==> config.mk <==
export PLATFORM = sky130hd
export DESIGN_NAME = axi_lite_cmd_master
export DESIGN_NICKNAME = d
export VERILOG_FILES = /design/src/rtl/axi_lite_cmd_master.sv
export SDC_FILE = /design/constraint.sdc
export NUM_CORES = 1
export LEC_CHECK = 0
export BUFFER_PORTS_ARGS = -buffer_cell sky130_fd_sc_hd__buf_2
export CORE_MARGIN = 1
export CORE_UTILIZATION = 37
export DETAILED_ROUTE_END_ITERATION = 8
export PLACE_DENSITY = 0.71
export SLEW_MARGIN = 20
export SYNTH_ARGS = -nofsm -noshare
export SYNTH_HDL_FRONTEND = slang
export SYNTH_SLANG_ARGS = --single-unit
==> constraint.sdc <==
create_clock -name M_AXI_ACLK -period 5.2 [get_ports M_AXI_ACLK]
set_input_delay 0 -clock M_AXI_ACLK [delete_from_list [all_inputs] [get_ports M_AXI_ACLK]]
set_output_delay 0 -clock M_AXI_ACLK [all_outputs]
set_load 0.1 [all_outputs]
==> src/rtl/axi_lite_cmd_master.sv <==
// axi_lite_cmd_master
//   Executes one command at a time from a valid/ready command stream and
//   reports each outcome on a valid/ready response stream.
//   Operations: WRITE (AXI4-Lite write), READ (AXI4-Lite read with an optional
//   masked compare), WAIT_BUSY (wait for a falling edge on busy, with an
//   optional timeout) and WAIT_CYC (idle for a fixed number of cycles).
// Ports
//   M_AXI_ACLK / M_AXI_ARESETN : clock, asynchronous active-low reset
//   cmd_*                      : command stream (op, addr, data, mask, compare)
//   rsp_*                      : response stream (data, resp, mismatch, timeout)
//   busy                       : external core busy flag watched by WAIT_BUSY
//   err_count                  : saturating count of failed responses
//   idle                       : high while no command is in flight
//   M_AXI_*                    : AXI4-Lite master port
module axi_lite_cmd_master #(
    parameter int unsigned C_M_AXI_ADDR_WIDTH = 30,
    parameter int unsigned C_M_AXI_DATA_WIDTH = 32,
    parameter int unsigned TIMEOUT_WIDTH      = 16
) (
    input  logic                              M_AXI_ACLK,
    input  logic                              M_AXI_ARESETN,
    input  logic                              cmd_valid,
    output logic                              cmd_ready,
    input  logic [1:0]                        cmd_op,
    input  logic [C_M_AXI_ADDR_WIDTH-1:0]     cmd_addr,
    input  logic [C_M_AXI_DATA_WIDTH-1:0]     cmd_data,
    input  logic [C_M_AXI_DATA_WIDTH-1:0]     cmd_mask,
    input  logic                              cmd_compare,
    output logic                              rsp_valid,
    input  logic                              rsp_ready,
    output logic [C_M_AXI_DATA_WIDTH-1:0]     rsp_data,
    output logic [1:0]                        rsp_resp,
    output logic                              rsp_mismatch,
    output logic                              rsp_timeout,
    input  logic                              busy,
    output logic [15:0]                       err_count,
    output logic                              idle,
    output logic [C_M_AXI_ADDR_WIDTH-1:0]     M_AXI_AWADDR,
    output logic [2:0]                        M_AXI_AWPROT,
    output logic                              M_AXI_AWVALID,
    input  logic                              M_AXI_AWREADY,
    output logic [C_M_AXI_DATA_WIDTH-1:0]     M_AXI_WDATA,
    output logic [C_M_AXI_DATA_WIDTH/8-1:0]   M_AXI_WSTRB,
    output logic                              M_AXI_WVALID,
    input  logic                              M_AXI_WREADY,
    input  logic [1:0]                        M_AXI_BRESP,
    input  logic                              M_AXI_BVALID,
    output logic                              M_AXI_BREADY,
    output logic [C_M_AXI_ADDR_WIDTH-1:0]     M_AXI_ARADDR,
    output logic [2:0]                        M_AXI_ARPROT,
    output logic                              M_AXI_ARVALID,
    input  logic                              M_AXI_ARREADY,
    input  logic [C_M_AXI_DATA_WIDTH-1:0]     M_AXI_RDATA,
    input  logic [1:0]                        M_AXI_RRESP,
    input  logic                              M_AXI_RVALID,
    output logic                              M_AXI_RREADY
);

    typedef enum logic [2:0] {
        IDLE, WR, WB, RA, RD, WBUSY, WCYC, RSP
    } state_t;

    localparam logic [TIMEOUT_WIDTH-1:0] CNT_ONE = {{(TIMEOUT_WIDTH-1){1'b0}}, 1'b1};

    state_t                          state_q, state_d;
    logic [C_M_AXI_ADDR_WIDTH-1:0]   addr_q, addr_d;
    logic [C_M_AXI_DATA_WIDTH-1:0]   data_q, data_d;
    logic [C_M_AXI_DATA_WIDTH-1:0]   mask_q, mask_d;
    logic                            compare_q, compare_d;
    logic                            aw_done_q, aw_done_d;
    logic                            w_done_q, w_done_d;
    logic [TIMEOUT_WIDTH-1:0]        cnt_q, cnt_d;
    logic                            busy_q, busy_d;
    logic [C_M_AXI_DATA_WIDTH-1:0]   rsp_data_q, rsp_data_d;
    logic [1:0]                      rsp_resp_q, rsp_resp_d;
    logic                            rsp_mismatch_q, rsp_mismatch_d;
    logic                            rsp_timeout_q, rsp_timeout_d;
    logic [15:0]                     err_count_q, err_count_d;
    logic [TIMEOUT_WIDTH-1:0]        limit;

    assign limit = data_q[TIMEOUT_WIDTH-1:0];

    always_comb begin
        state_d        = state_q;
        addr_d         = addr_q;
        data_d         = data_q;
        mask_d         = mask_q;
        compare_d      = compare_q;
        aw_done_d      = aw_done_q;
        w_done_d       = w_done_q;
        cnt_d          = cnt_q;
        busy_d         = busy;
        rsp_data_d     = rsp_data_q;
        rsp_resp_d     = rsp_resp_q;
        rsp_mismatch_d = rsp_mismatch_q;
        rsp_timeout_d  = rsp_timeout_q;
        err_count_d    = err_count_q;

        case (state_q)
            IDLE: begin
                if (cmd_valid && cmd_ready) begin
                    addr_d         = cmd_addr;
                    data_d         = cmd_data;
                    mask_d         = cmd_mask;
                    compare_d      = cmd_compare;
                    aw_done_d      = 1'b0;
                    w_done_d       = 1'b0;
                    cnt_d          = '0;
                    rsp_data_d     = '0;
                    rsp_resp_d     = '0;
                    rsp_mismatch_d = 1'b0;
                    rsp_timeout_d  = 1'b0;
                    case (cmd_op)
                        2'b00:   state_d = WR;
                        2'b01:   state_d = RA;
                        2'b10:   state_d = WBUSY;
                        default: state_d = WCYC;
                    endcase
                end
            end
            WR: begin
                // AW and W complete independently; leave once both are done.
                if (M_AXI_AWREADY) aw_done_d = 1'b1;
                if (M_AXI_WREADY)  w_done_d  = 1'b1;
                if ((aw_done_q || M_AXI_AWREADY) && (w_done_q || M_AXI_WREADY))
                    state_d = WB;
            end
            WB: begin
                if (M_AXI_BVALID) begin
                    rsp_resp_d = M_AXI_BRESP;
                    state_d    = RSP;
                end
            end
            RA: begin
                if (M_AXI_ARREADY) state_d = RD;
            end
            RD: begin
                if (M_AXI_RVALID) begin
                    rsp_data_d     = M_AXI_RDATA;
                    rsp_resp_d     = M_AXI_RRESP;
                    rsp_mismatch_d = compare_q &&
                                     ((M_AXI_RDATA | mask_q) != (data_q | mask_q));
                    state_d        = RSP;
                end
            end
            WBUSY: begin
                // A falling edge wins over a timeout landing in the same cycle;
                // a limit of zero disables the timeout.
                if (busy_q && !busy) begin
                    state_d = RSP;
                end else if ((limit != '0) && (cnt_q == limit - CNT_ONE)) begin
                    rsp_timeout_d = 1'b1;
                    state_d       = RSP;
                end else begin
                    cnt_d = cnt_q + CNT_ONE;
                end
            end
            WCYC: begin
                if ((limit == '0) || (cnt_q == limit - CNT_ONE)) state_d = RSP;
                else                                             cnt_d   = cnt_q + CNT_ONE;
            end
            RSP: begin
                if (rsp_ready) state_d = IDLE;
            end
            default: state_d = IDLE;
        endcase

        if ((state_q != RSP) && (state_d == RSP) &&
            (rsp_mismatch_d || rsp_timeout_d || rsp_resp_d[1]) &&
            (err_count_q != '1))
            err_count_d = err_count_q + 16'd1;
    end

    always_ff @(posedge M_AXI_ACLK or negedge M_AXI_ARESETN) begin
        if (!M_AXI_ARESETN) begin
            state_q        <= IDLE;
            addr_q         <= '0;
            data_q         <= '0;
            mask_q         <= '0;
            compare_q      <= 1'b0;
            aw_done_q      <= 1'b0;
            w_done_q       <= 1'b0;
            cnt_q          <= '0;
            busy_q         <= 1'b0;
            rsp_data_q     <= '0;
            rsp_resp_q     <= '0;
            rsp_mismatch_q <= 1'b0;
            rsp_timeout_q  <= 1'b0;
            err_count_q    <= '0;
        end else begin
            state_q        <= state_d;
            addr_q         <= addr_d;
            data_q         <= data_d;
            mask_q         <= mask_d;
            compare_q      <= compare_d;
            aw_done_q      <= aw_done_d;
            w_done_q       <= w_done_d;
            cnt_q          <= cnt_d;
            busy_q         <= busy_d;
            rsp_data_q     <= rsp_data_d;
            rsp_resp_q     <= rsp_resp_d;
            rsp_mismatch_q <= rsp_mismatch_d;
            rsp_timeout_q  <= rsp_timeout_d;
            err_count_q    <= err_count_d;
        end
    end

    // cmd_ready is gated by reset so nothing is offered acceptance while held in reset.
    assign cmd_ready     = (state_q == IDLE) && M_AXI_ARESETN;
    assign idle          = (state_q == IDLE);
    assign rsp_valid     = (state_q == RSP);
    assign rsp_data      = rsp_data_q;
    assign rsp_resp      = rsp_resp_q;
    assign rsp_mismatch  = rsp_mismatch_q;
    assign rsp_timeout   = rsp_timeout_q;
    assign err_count     = err_count_q;

    assign M_AXI_AWADDR  = addr_q;
    assign M_AXI_AWPROT  = 3'b000;
    assign M_AXI_AWVALID = (state_q == WR) && !aw_done_q;
    assign M_AXI_WDATA   = data_q;
    assign M_AXI_WSTRB   = '1;
    assign M_AXI_WVALID  = (state_q == WR) && !w_done_q;
    assign M_AXI_BREADY  = (state_q == WB);
    assign M_AXI_ARADDR  = addr_q;
    assign M_AXI_ARPROT  = 3'b000;
    assign M_AXI_ARVALID = (state_q == RA);
    assign M_AXI_RREADY  = (state_q == RD);

endmodule

==> qor_table.md <==
| Stage | Parameter | Reported |
|:---|:---|:---|
| timing | Count of endpoints failing setup in the final report | 0 |
| setup path | Largest fanout on the critical path | 15 |
| clocking | TritonCTS clock tree | done |
| timing | Slew of the pin with the lowest slew margin | 1.09 ns |
| setup path | Worst EP arrival | 3.78 ns |
| setup path | Slowest library cell on the worst path | sky130_fd_sc_hd__nor3b_1 |
| setup path | Data required time at the worst endpoint | 5.51 ns |
| detailed routing | Drt via density | 4.99 |
| clocking | Hold bufs inserted after CTS | 139 |
| clocking | Cts bufs inserted | 17 |
| setup path | Worst-case reg-to-reg path depth | 12 |
| grt | Antenna violations before repair | 6 |
| setup path | Worst path most repeated cell | sky130_fd_sc_hd__nor3b_1 |
| timing | Worst slew margin | 27.2% |
| clocking | Postcts setup bufs | 0 |
| run | Max-capacitance violation count | 0 |
| detailed routing | Detailed Route Iter0 Violations | 434 |
| clocking | Total of cells resized after clock tree synthesis | 0 |
| yosys | Cell count after synthesis | 779 |
| grt | First-pass GRT wire length | 39.6 mm |
| clocking | Clock transition at the register clock pins on the worst setup and hold paths after CTS | 0.08 ns |
| layout | Post-layout net count | 1309 |
| detailed routing | Met1 layer wirelength in the final routing | 9.95 mm |
| die | Height of the chip | 153 um |
| timing | Final hold violations | 0 |
| grt | Via count of the first global-routing pass | 7357 |
| detailed routing | Routed length per instance | 17.2 um |
| grt | Combined global-route utilization of all metal layers | 21.7% |
| yosys | Yosys reg bits | 169 |
| clocking | # clock sinks | 169 |
| detailed routing | Antenna Violating Nets Remaining | 0 |
| yosys | Average footprint of a synthesized cell | 10.8 um^2 |
| die | Count of boundary I/O pins | 305 |
| clocking | CTS max path bufs | 2 |
| yosys | Post-Syn Area | 8420 um^2 |
| timing | Unrepaired setup endpoints after global routing | false |
| die | Starting density of the core | 38.1% |
| clocking | Cell at the root of the clock tree | sky130_fd_sc_hd__clkbuf_16 |
| yosys | Async SR Flop Fraction | 100% |
| timing | Final period demand of the worst path | 3.47 ns |
| timing | Final Max Slew Viols | 0 |
| setup path | Crit. End Element | flop |
| detailed routing | Max layer used | met5 |
| yosys | Number of enable-type register cells in the synthesized netlist | 0 |
| layout | Area Growth Syn to Fin | 41.2% |
| timing | Final worst-path cycle share | 66.7% |
| placed design | Port Buffers | 294 |
| timing | Fin Setup TNS | 0 ns |
| die | Core Region | 22100 um^2 |
| placed design | Placer congestion estimate | 0.887 |
| yosys | Number of warnings printed during yosys synthesis | 0 |
| detailed routing | DR vias | 7287 |
| detailed routing | Detailed-routed wire length on met3 | 1.30 mm |
| setup path | Worst Setup Path Type | reg2reg |
| yosys | Sequential element share of the synthesized area | 50.2% |
| status | Status | finished, final reports clean |
| layout | Most common cell after layout, fill and taps aside | sky130_fd_sc_hd__buf_2 |
| die | Die X-Extent | 153 um |
| yosys | Post-synth top flop | sky130_fd_sc_hd__dfrtp_1 |
| die | Die ar. | 23400 um^2 |
| placed design | Half-perimeter wire length after detailed placement | 16.9 mm |
| die | Row count | 54 |
| setup path | Maximum cell stage delay along the critical path | 0.48 ns |
| grt | Global route overflow | 0 |
| yosys | Count of different cell masters after synthesis | 48 |
| detailed routing | Wire length on met2 | 12.7 mm |
| clocking | Clk Latency, worst-skew pair | 0.42 ns |
| hold path | Hold crit path type | in2async |
| timing | Achievable clock frequency | 288 MHz |
| timing | Clock skew | 0.0146 ns |
| layout | Share of cells above drive strength 1 | 38.0% |
| clocking | Depth of the CTS H-tree | 4 |
| detailed routing | Router iterations before antenna repair | 5 |
| setup path | Critical path launch point type | flop |
| grt | Largest net degree at the start of global routing | 80 |
| detailed routing | # DRC | 0 |
| setup path | Critical Path, Cell by Cell | inv_1 -> ha_1 -> nor3b_1 -> and3_1 -> a2bb2oi_1 -> a32o_1 -> o211ai_2 -> nor3_2 -> nor4b_2 -> buf_4 -> nor3b_1 -> mux2_2 |
| detailed routing | Total detailed-routing wirelength | 25.1 mm |
| layout | Commonest cells after routing, fill and taps aside | sky130_fd_sc_hd__buf_2, sky130_fd_sc_hd__dfrtp_1, sky130_fd_sc_hd__dlygate4sd3_1 |
## synthesized netlist by cell type (3+ instances only)
library cell / count / area, um^2
sky130_fd_sc_hd__buf_4: 42 / 315
sky130_fd_sc_hd__nand2b_1: 10 / 62.6
sky130_fd_sc_hd__nor3_1: 19 / 95.1
sky130_fd_sc_hd__and2_1: 3 / 18.8
sky130_fd_sc_hd__o22ai_1: 18 / 113
sky130_fd_sc_hd__mux2_2: 97 / 1090
sky130_fd_sc_hd__a31oi_1: 7 / 43.8
sky130_fd_sc_hd__and3_1: 11 / 68.8
sky130_fd_sc_hd__nand4_1: 7 / 43.8
sky130_fd_sc_hd__nand2_1: 94 / 353
sky130_fd_sc_hd__xnor2_1: 59 / 517
sky130_fd_sc_hd__nor4b_2: 6 / 90.1
sky130_fd_sc_hd__dfrtp_1: 169 / 4230
sky130_fd_sc_hd__nor2_1: 34 / 128
sky130_fd_sc_hd__buf_6: 3 / 33.8
sky130_fd_sc_hd__ha_1: 4 / 50.1
sky130_fd_sc_hd__inv_1: 6 / 22.5
sky130_fd_sc_hd__nand3_1: 14 / 70.1
sky130_fd_sc_hd__nor3b_1: 3 / 22.5
sky130_fd_sc_hd__clkbuf_1: 38 / 143
sky130_fd_sc_hd__xor2_1: 17 / 149
sky130_fd_sc_hd__nor4_1: 14 / 87.6
sky130_fd_sc_hd__o31ai_1: 6 / 45.0
sky130_fd_sc_hd__and4_1: 4 / 35.0
sky130_fd_sc_hd__or3_1: 6 / 37.5
sky130_fd_sc_hd__o21ai_0: 48 / 240
sky130_fd_sc_hd__a21oi_1: 11 / 55.1
sky130_fd_sc_hd__nor2b_1: 3 / 18.8
## critical path: cells and delay by family (launching register included)
kind            cells  cell delay, ns
compound gates      3            0.56
fa+ha+maj           1            0.29
buf+inv             2            0.33
flops               1            0.45
mux                 1            0.37
simple gates        5            1.35
## routing by layer
layer	global-route usage, %	up-vias
met1	24.8	3495
met4	11.0	2
met3	4.93	72
met5	0	-
li1	-	3435
met2	38.2	283
## per-stage QoR
step,setup slack [ns],cell area (um^2),utilization [%],hold slack (ns),instances
2_1_floorplan,1.55,8450,-,-0.296,787
6_report,1.73,11900,53.8,0.0532,1460
3_3_place_gp,1.95,9850,44.6,-0.0431,1283
4_1_cts,1.74,11800,53.6,0.0544,1454
5_1_grt,1.46,11900,53.8,0.0649,1459
3_5_place_dp,1.75,9850,44.6,-0.0416,1283
## area by class of cell
class	count	area, um^2
diodes	5	12.5
clock buffers	17	425
clock inverters	15	183
fillers	1880	10200
inverters	6	22.5
multi-input cells	526	3700
flip-flops and latches	169	4230
well taps	280	350
repair buffers	442	2960
## kinds of logic (layout without fill, tap and decap cells)
kind of cell | Yosys count | after routing | synth area share (%)
buffers and inverters | 92 | 480 | 6.29
muxes | 98 | 98 | 13.1
and+or+nand+nor | 236 | 236 | 14.5
AOI/OAI and AO/OA | 102 | 102 | 7.30
other | 2 | 15 | 0.0892
DFF | 169 | 169 | 50.2
adders and majority gates | 4 | 4 | 0.595
xor gates and xnor gates | 76 | 76 | 7.91
## registers in the layout, indices dropped and copies added (netlist names), 2 cells and up
register and cells:
state_q 3, rsp_resp 2, cnt_q 16, M_AXI_WDATA 32, err_count 16, mask_q 32, M_AXI_ARADDR 30, rsp_data 32
## worst paths after layout
check,from,endpoint,slack (ns)
min reg2reg,rsp_data[31]$_DFFE_PN0P_,rsp_data[31]$_DFFE_PN0P_,0.48
max,M_AXI_WDATA[0]$_DFFE_PN0P_,err_count[1]$_DFFE_PN0P_,1.73
min in group M_AXI_ACLK,cmd_op[0],state_q[0]$_DFF_PN0_,0.09
max reg2reg,M_AXI_WDATA[0]$_DFFE_PN0P_,err_count[1]$_DFFE_PN0P_,1.73
max in group asynchronous,M_AXI_ARESETN,rsp_data[0]$_DFFE_PN0P_,4.07
min,M_AXI_ARESETN,M_AXI_WDATA[16]$_DFFE_PN0P_,0.05
Power is not shown: default switching activity piles up to over one toggle a cycle in this logic, so the estimate is an artifact.
